===== src/rtl/alu181_seq.sv =====
// alu181_seq: slice-serial 74181-style ALU (16 arith + 16 logic functions) with valid/ready handshakes
module alu181_seq #(
  parameter int WIDTH = 16,
  parameter int SLICE = 4
) (
  input  logic             clk,
  input  logic             rst_n,
  input  logic             in_valid,
  output logic             in_ready,
  input  logic [WIDTH-1:0] a,
  input  logic [WIDTH-1:0] b,
  input  logic [3:0]       sel,
  input  logic             mode,
  input  logic             cin,
  output logic             out_valid,
  input  logic             out_ready,
  output logic [WIDTH-1:0] f,
  output logic             cout,
  output logic             eq_ab,
  output logic             zero
);
  localparam int NSLICE = WIDTH / SLICE;
  localparam int CW = NSLICE > 1 ? $clog2(NSLICE) : 1;
  if (WIDTH < SLICE || WIDTH % SLICE != 0) begin : g_bad_width
    $error("alu181_seq: WIDTH must be a nonzero multiple of SLICE");
  end
  typedef enum logic [1:0] {IDLE, RUN, DONE} state_t;
  state_t state, state_nx;
  logic [1:0] rst_q;
  logic rst_i;
  logic [WIDTH-1:0] ra, rb, acc, acc_nx;
  logic [3:0] rsel;
  logic rmode, ext, last;
  logic [1:0] cy, cy_nx;
  logic [CW-1:0] cnt;
  logic [SLICE-1:0] as, bs, x, y, lf, res;
  logic [SLICE+1:0] s;
  always_ff @(posedge clk or negedge rst_n)
    if (!rst_n) rst_q <= 2'b00;
    else rst_q <= {rst_q[0], 1'b1};
  assign rst_i = rst_q[1];
  assign as = ra[SLICE-1:0];
  assign bs = rb[SLICE-1:0];
  assign last = cnt == CW'(NSLICE - 1);
  assign in_ready = state == IDLE;
  assign out_valid = state == DONE;
  // Arithmetic is x + y + carry; ext marks a y that is negative in WIDTH+1 bits (-1 or -B)
  always_comb begin
    x = as;
    y = '0;
    ext = 1'b0;
    case (rsel)
      4'h1: x = as | bs;
      4'h2: x = as | ~bs;
      4'h3: begin x = '0; y = '1; ext = 1'b1; end
      4'h4: y = as & ~bs;
      4'h5: begin x = as | bs; y = as & ~bs; end
      4'h6: begin y = ~bs; ext = 1'b1; end
      4'h7: begin x = as & ~bs; y = '1; ext = 1'b1; end
      4'h8: y = as & bs;
      4'h9: y = bs;
      4'ha: begin x = as | ~bs; y = as & bs; end
      4'hb: begin x = as & bs; y = '1; ext = 1'b1; end
      4'hc: y = as;
      4'hd: begin x = as | bs; y = as; end
      4'he: begin x = as | ~bs; y = as; end
      4'hf: begin y = '1; ext = 1'b1; end
      default: ;
    endcase
  end
  always_comb begin
    lf = as;
    case (rsel)
      4'h0: lf = ~as;
      4'h1: lf = ~(as | bs);
      4'h2: lf = ~as & bs;
      4'h3: lf = '0;
      4'h4: lf = ~(as & bs);
      4'h5: lf = ~bs;
      4'h6: lf = as ^ bs;
      4'h7: lf = as & ~bs;
      4'h8: lf = ~as | bs;
      4'h9: lf = as ~^ bs;
      4'ha: lf = bs;
      4'hb: lf = as & bs;
      4'hc: lf = '1;
      4'hd: lf = as | ~bs;
      4'he: lf = as | bs;
      default: lf = as;
    endcase
  end
  assign s = {2'b00, x} + {2'b00, y} + {{SLICE{1'b0}}, cy};
  assign res = rmode ? lf : s[SLICE-1:0];
  assign cy_nx = s[SLICE+1:SLICE];
  assign acc_nx = (acc >> SLICE) | (WIDTH'(res) << (WIDTH - SLICE));
  always_ff @(posedge clk or negedge rst_i)
    if (!rst_i) state <= IDLE;
    else state <= state_nx;
  always_comb begin
    state_nx = state;
    case (state)
      IDLE: state_nx = in_valid ? RUN : IDLE;
      RUN: state_nx = last ? DONE : RUN;
      DONE: state_nx = out_ready ? IDLE : DONE;
      default: state_nx = IDLE;
    endcase
  end
  // A-B+c is A + ~B + 1 + c, so the initial carry may be 2
  always_ff @(posedge clk or negedge rst_i)
    if (!rst_i) begin
      ra <= '0;
      rb <= '0;
      rsel <= '0;
      rmode <= 1'b0;
      cy <= '0;
      cnt <= '0;
      acc <= '0;
      f <= '0;
      cout <= 1'b0;
      eq_ab <= 1'b0;
      zero <= 1'b1;
    end else if (state == IDLE && in_valid) begin
      ra <= a;
      rb <= b;
      rsel <= sel;
      rmode <= mode;
      cy <= {1'b0, ~cin} + {1'b0, ~mode && sel == 4'h6};
      cnt <= '0;
    end else if (state == RUN) begin
      ra <= ra >> SLICE;
      rb <= rb >> SLICE;
      cy <= cy_nx;
      acc <= acc_nx;
      cnt <= cnt + CW'(1);
      if (last) begin
        f <= acc_nx;
        cout <= ~rmode & (ext ^ cy_nx[0]);
        eq_ab <= &acc_nx;
        zero <= ~|acc_nx;
      end
    end
endmodule


===== config.mk =====
export PLATFORM = sky130hd
export DESIGN_NAME = alu181_seq
export DESIGN_NICKNAME = d
export VERILOG_FILES = /design/src/rtl/alu181_seq.sv
export SDC_FILE = /design/constraint.sdc
export NUM_CORES = 1
export LEC_CHECK = 0
export BUFFER_PORTS_ARGS = -buffer_cell sky130_fd_sc_hd__buf_2
export CAP_MARGIN = 15
export CORE_ASPECT_RATIO = 1.2
export CORE_MARGIN = 2
export CORE_UTILIZATION = 40
export DETAILED_ROUTE_END_ITERATION = 10
export PLACE_DENSITY = 0.59
export RECOVER_POWER = 50
export SLEW_MARGIN = 20
export SYNTH_ARGS = -nofsm -noshare
export SYNTH_HDL_FRONTEND = slang
export SYNTH_SLANG_ARGS = --single-unit

===== constraint.sdc =====
create_clock -name clk -period 2.3 [get_ports clk]
set_clock_uncertainty 0.05 [all_clocks]
set_input_delay 0.23 -clock clk [delete_from_list [all_inputs] [get_ports clk]]
set_output_delay 0.23 -clock clk [all_outputs]
set_load 0.005 [all_outputs]

==> reports/metrics.yaml, run 1 <==
path_cells: "ha_2, a22o_1, o211ai_1, o211ai_1, fa_1, ha_2, fa_1, o22ai_1, a31o_1, or4_4, o31ai_2"
placedInstanceArea_sq_um: 5580
fin_area_sq_um: 6130
drive_gt1_share_pct: 38.2
postLayoutCoreUtil_pct: 55.6
synth_top_area_cell: "dfrtp_1"
relSlewSlack_pct: 40.8
min_period_ps: 3350
ant_nets: 0
core-area_sq_um: 11000
ys_seq_elements: 76
rsz0062_at_grt: "yes"
grt.overflow.total: 0
p_per_area_nw_per_um2: 1870
grt_util_met2_pct: 38.1
cts_tree: "built"
finalCritPeriodShare_pct: 146
die_w_microns: 101
cts-root-buf: "clkbuf_16"
maxSlewViolCount: 0
dp_cells: 740
syn-instance-count: 488
crit_path_max_fanout: 4
met1_usage_pct: 27.9
syn-mean-instance-area_sq_um: 9.25
multi_input_area_sq_um: 2530
violations: "setup timing"
drc: 0
antenna_found_initial: 0
die_h_microns: 120
hpwl_microns: 9970
seq_area_frac_synth_pct: 42.1
cts_buffers: 9
setup.worst_path.end_class: "register"
area_delta_synth_final_pct: 35.8
final_common_cell: "nand2_1"
max-cap-violations: 0
rows: 42
grt-busiest-layer: "met2"
fillers: 1024
cts_buffer_depth: 2
dp_worst_setup_slack_ps: -1120
first_global_vias: 4261
grt_usage_pct: 22.8
synth_edf_count: 0
path_class: "reg -> reg"
synth_top_area_share_pct: 41.6
cts-htree-levels: 3
synthArstFlopShare_pct: 100
drt_iter0_markers: 194
yosys-top-cells-area: "dfrtp_1 (42%), nand2_1 (8.5%), ha_1 (6.4%), o21ai_0 (3.8%), mux2_2 (3.7%)"
register_area_sq_um: 1910
max_freq_mhz: 299
routed_wl_microns: 13400
clk_transition_reported_paths_ps: 60
wire_per_inst_microns: 17.4
stdcell_count: 773
cp.required_ps: 2490
p_total_mw: 11.4
ys_types: 68
cp_slowest_cell: "fa_1"
first_pass_iters: 4
crit_arrival_ps: 3540
status: "finished, violations left"
slowest_delay_ps: 480
ir_worst_vdd_v: 0.000956
ys.flop_type: "dfrtp_1"
most-common-layout-cells: "nand2_1 (101), buf_4 (100), dfrtp_1 (72)"
synthesis.nets: 556
synth_area_sq_um: 4520
place_congestion: 0.897
insertion_delay_ps: 330
met3_usage_pct: 4.34
yosys_warnings: 0
initial_core_util_pct: 40.9
vias: 4210
layout.nets: 705
setup_viol: 13
worstMarginPinSlew_ps: 888
grt_pass1_wl_microns: 21500
hold_viol_final: 0
io_pins: 63
die_area_sq_um: 12200
leakagePower_nw: 2.96
grt_max_degree: 62
num_antenna_cells: 0
port_buffers: 62
cts.sinks: 76
crit_path_start_kind: "register"
hp-class: "in -> reg"
fin_ws_ps: -1050
vias_per_cell: 5.45
==> final cells by class <==
class	instances	area share (%)
multi-input cells	361	41.3
flip-flops and latches	76	31.1
clock buffers	12	4.18
clock inverters	3	0.388
well taps	132	2.69
repair buffers	173	19.3
inverters	16	1.00
==> logic make-up after synthesis <==
logic type	Yosys count	share of synthesized area (%)
adder cells (fa/ha/maj)	26	7.70
other	1	0.0830
AO/OA/AOI/OAI	125	19.2
AND/OR/NAND/NOR	184	19.2
flip-flops	76	42.1
multiplexers	22	5.65
XOR/XNOR	3	0.582
buffers and inverters	51	5.46
==> critical path: cells and delay by family (launching register included) <==
family,cells,cell delay [ps]
AO/OA/AOI/OAI,6,1010
adder cells (fa/ha/maj),4,1370
flip-flops,1,420
AND/OR/NAND/NOR,1,420
==> through the flow <==
stage | hold slack (ps) | TNS, ps
floorplan | -116 | -6960
global placement | -33.3 | -9380
detailed placement | -32.0 | -9540
CTS | 39.5 | -8640
global route | 56.0 | -10020
finish | 47.7 | -8540
==> registers in the layout, summed over array words and instances (netlist names) <==
register and cells:
rb 16, cnt 2, f 16, cy 2, rsel 4, rmode 1, acc 12, eq_ab 1
ra 16, state 2, zero 1, rst_q 2, cout 1
==> cell usage after synthesis, drive strengths merged, types with 9 or more instances <==
cell type and instances:
o21ai 34, a21oi 21, inv 15, a221o 9
dfrtp 75, nand2 102, nor2 22, clkbuf 23
nand3b 10, buf 12, ha 23, nor3 12
mux2 15, a22oi 18
==> per-layer routing <==
metal / wire (microns) / vias to the layer above
met4: 624 / 0
met1: 5580 / 2010
li1: - / 2045
met3: 577 / 37
met5: 0 / -
met2: 6670 / 118
==> report_power, final <==
group	total (mW)	internal [mW]	leakage [nW]	switching, mW
registers	2.43	1.94	0.952	0.483
logic	7.69	3.85	1.87	3.84
clock network	1.32	0.785	0.131	0.533
total	11.4	6.58	2.96	4.86
==> repair_timing <==
action                                  CTS  global route
endpoints found under the setup margin   13            13
buffers inserted                          9             8
hold buffers                              1             0
gates resized for setup                  28            17
cloned                                    0             1
endpoints found under the hold margin     2             0
pin swaps                                 8             7
==> final timing paths <==
path,from,endpoint,cells after the start,slack [ps]
max reg2reg,ra[1],eq_ab,11,-1050
max,ra[1],eq_ab,11,-1050
min reg2reg,rst_q[1],ra[15],0,180
min in group asynchronous,rst_n,rst_q[0],2,160
min,a[15],ra[15],3,50
max in group asynchronous,rst_q[1],rsel[3],1,660
Note: power is estimated with default switching activity, not from simulation.
==> inputs of run 2 (changes only) <==
Settings changed: BUFFER_PORTS_ARGS -buffer_cell sky130_fd_sc_hd__buf_2 to unset, DONT_BUFFER_PORTS set to 1, PLACE_DENSITY 0.59 to 0.54.
==> run 2 against run 1 <==
  * The run still ends with setup timing left
  * Fmax decreased by 0.44%
  * Clock power about the same
  * Register-to-register slack about the same
  * First-iteration DRC count increased by 21%
  * Core utilization decreased by 0.75 points
  * Die area unchanged
  * Wire length decreased by 5.1%
  * Sequential power increased by 2%
  * Global-route usage decreased by 0.61 points
  * Sequential share of layout area increased by 0.45 points
  * Count of clock-buffer cells in the layout unchanged
  * Critical endpoint unchanged
  * Largest cell class unchanged
==> reports/metrics.yaml, run 2 (synthesized netlist as in run 1, its figures left out) <==
cts-htree-levels: 3  # unchanged
drive_gt1_share_pct: 27.5  # was 38.2%
cp_slowest_cell: "fa_1"  # unchanged
postLayoutCoreUtil_pct: 54.8  # was 55.6%
grt_usage_pct: 22.2  # was 22.8%
min_period_ps: 3360  # was 3350 ps
wire_per_inst_microns: 17.5  # was 17.4 microns
switching_share_pct: 43.3  # was 42.5%
most-common-layout-cells: "nand2_1 (100), buf_4 (90), dfrtp_1 (71)"  # was nand2_1 (101), buf_4 (100), dfrtp_1 (72)
ant_nets: 0  # unchanged
num_antenna_cells: 0  # unchanged
antenna_found_initial: 0  # unchanged
startpoint: "rsel[3]"  # was ra[1]
p_int_mw: 6.14  # was 6.58 mW
first_pass_iters: 4  # unchanged
crit_top_cell: "a21oi_2"
initial_core_util_pct: 40.9  # unchanged
path_cells: "buf_4, nand3b_1, a21oi_2, a221oi_2, a21oi_2, fa_2, ha_4, fa_1, o22ai_2, a31o_1, or4_4, o31ai_2"  # was ha_2, a22o_1, o211ai_1, o211ai_1, fa_1, ha_2, fa_1, o22ai_1, a31o_1, or4_4, o31ai_2
insertion_delay_ps: 340  # was 330 ps
crit_arrival_ps: 3560  # was 3540 ps
hp-class: "in -> reg"  # unchanged
crit_path_start_kind: "register"  # unchanged
finalCritPeriodShare_pct: 146  # about the same
maxSlewViolCount: 0  # unchanged
hpwl_microns: 9520  # was 9970 microns
grt.overflow.total: 0  # unchanged
cts-root-buf: "clkbuf_16"  # unchanged
area_delta_synth_final_pct: 33.9  # was 35.8%
core-area_sq_um: 11000  # unchanged
grt_max_degree: 39  # was 62
seqPwrFrac_pct: 22.8  # was 21.2%
relSlewSlack_pct: 27.1  # was 40.8%
max_freq_mhz: 297  # was 299 MHz
die_w_microns: 101  # unchanged
worstMarginPinSlew_ps: 1090  # was 888 ps
crit_path_max_fanout: 6  # was 4
pwr-share-comb_pct: 64.9  # was 67.2%
ff2ff_setup_slack_ps: -1060  # was -1050 ps
port_buffers: 0  # was 62
path_class: "reg -> reg"  # unchanged
die_h_microns: 120  # unchanged
rsz0062_at_grt: "yes"  # unchanged
clk_transition_reported_paths_ps: 60  # about the same
p_total_mw: 10.8  # was 11.4 mW
status: "finished, violations left"  # unchanged
fin_area_sq_um: 6050  # was 6130 sq um
hold_path_depth: 1  # was 3
io_pins: 63  # unchanged
drt_iter0_markers: 235  # was 194
drc: 0  # unchanged
hold_end: "rsel[2]"  # was ra[15]
cp.required_ps: 2500  # was 2490 ps
min_from: "sel[2]"  # was a[15]
pwr-share-clk_pct: 12.2  # was 11.5%
cts_buffer_depth: 2  # unchanged
vias_per_cell: 5.50  # was 5.45
timing.rr.end: "eq_ab"  # unchanged
cts_tree: "built"  # unchanged
reg2reg_from: "rsel[3]"  # was ra[1]
final_common_cell: "nand2_1"  # unchanged
setup_viol: 13  # unchanged
hold_viol_final: 0  # unchanged
cts_buffers: 9  # unchanged
setup.worst_path.end_class: "register"  # unchanged
routed_wl_microns: 12800  # was 13,400 microns
max-cap-violations: 0  # unchanged
cts.sinks: 76  # unchanged
grt_pass1_wl_microns: 21100  # was 21,500 microns
slowest_delay_ps: 500  # was 480 ps
violations: "setup timing"  # unchanged
vias: 4024  # was 4,210
leakagePower_nw: 2.77  # was 2.96 nW
die_area_sq_um: 12200  # unchanged
p_sw_mw: 4.69  # was 4.86 mW
finalSetupTns_ps: -8420  # was -8540 ps
placedInstanceArea_sq_um: 5220  # was 5580 sq um
layout.nets: 662  # was 705
whs_ps: 10.5  # was 47.7 ps
rows: 42  # unchanged
largestRegisters: "f (16), ra (16), rb (16)"  # unchanged
first_global_vias: 4159  # was 4,261
fin_ws_ps: -1060  # was -1050 ps
worstRegToRegCells: 12  # was 11
place_congestion: 0.917  # was 0.897
ir_worst_vdd_v: 0.000712  # was 0.000956 V
p_per_area_nw_per_um2: 1790  # was 1870 nW/um^2
[run 2: stage by stage]
stage	cells	setup slack, ps
after floorplan	488	-1080
after global placement	670	-1060
after detailed placement	670	-1140
after CTS	724	-1050
after global routing	731	-1170
final	731	-1060
[run 2: final cells by class]
type / instances / area (sq um)
clock buffers: 12 / 246
clock inverters: 4 / 32.5
fillers: 1018 / 4990
inverters: 16 / 66.3
multi-input cells: 361 / 2540
flip-flops and latches: 76 / 1910
well taps: 132 / 165
repair buffers: 130 / 1090
[run 2: timing repair]
action                                  4_1_cts  5_1_grt
setup buffers                                 4        7
endpoints found under the hold margin        35        0
cloned                                        0        0
gates resized for setup                      19       21
hold buffers                                 34        0
pin swaps                                     4        9
endpoints found under the setup margin       13       13
[run 2: power by group through the flow]
stage | sequential [mW] | combinational (mW) | clock, mW
after detailed placement | 2.46 | 6.26 | 0
after global routing | 2.55 | 7.74 | 1.40
final | 2.47 | 7.03 | 1.33
after floorplan | 2.33 | 4.06 | 0
after CTS | 2.45 | 6.61 | 1.36
after global placement | 2.44 | 6.18 | 0
[run 2: worst max path at each step]
stage / endpoint / slack [ps] / cells past startpoint
global placement: eq_ab / -1060 / 12
floorplan: eq_ab / -1080 / 13
global route: eq_ab / -1170 / 12
finish: eq_ab / -1060 / 12
CTS: eq_ab / -1050 / 12
detailed placement: eq_ab / -1140 / 13
[run 2: layer usage]
metal  GRT usage (%)  routed length, microns  vias up
li1                -                       -     1964
met1            28.5                    5510     1937
met2            37.0                    6310       93
met3            3.12                     488       30
met4            10.2                     453        0
met5               0                       0        -
[run 2: critical path: cells and delay by family, from the launching register on]
kind	cells	cell delay [ps]
AOI/OAI and AO/OA	6	870
adders and majority gates	3	1140
DFF	1	450
and+or+nand+nor	2	590
buffers and inverters	1	170
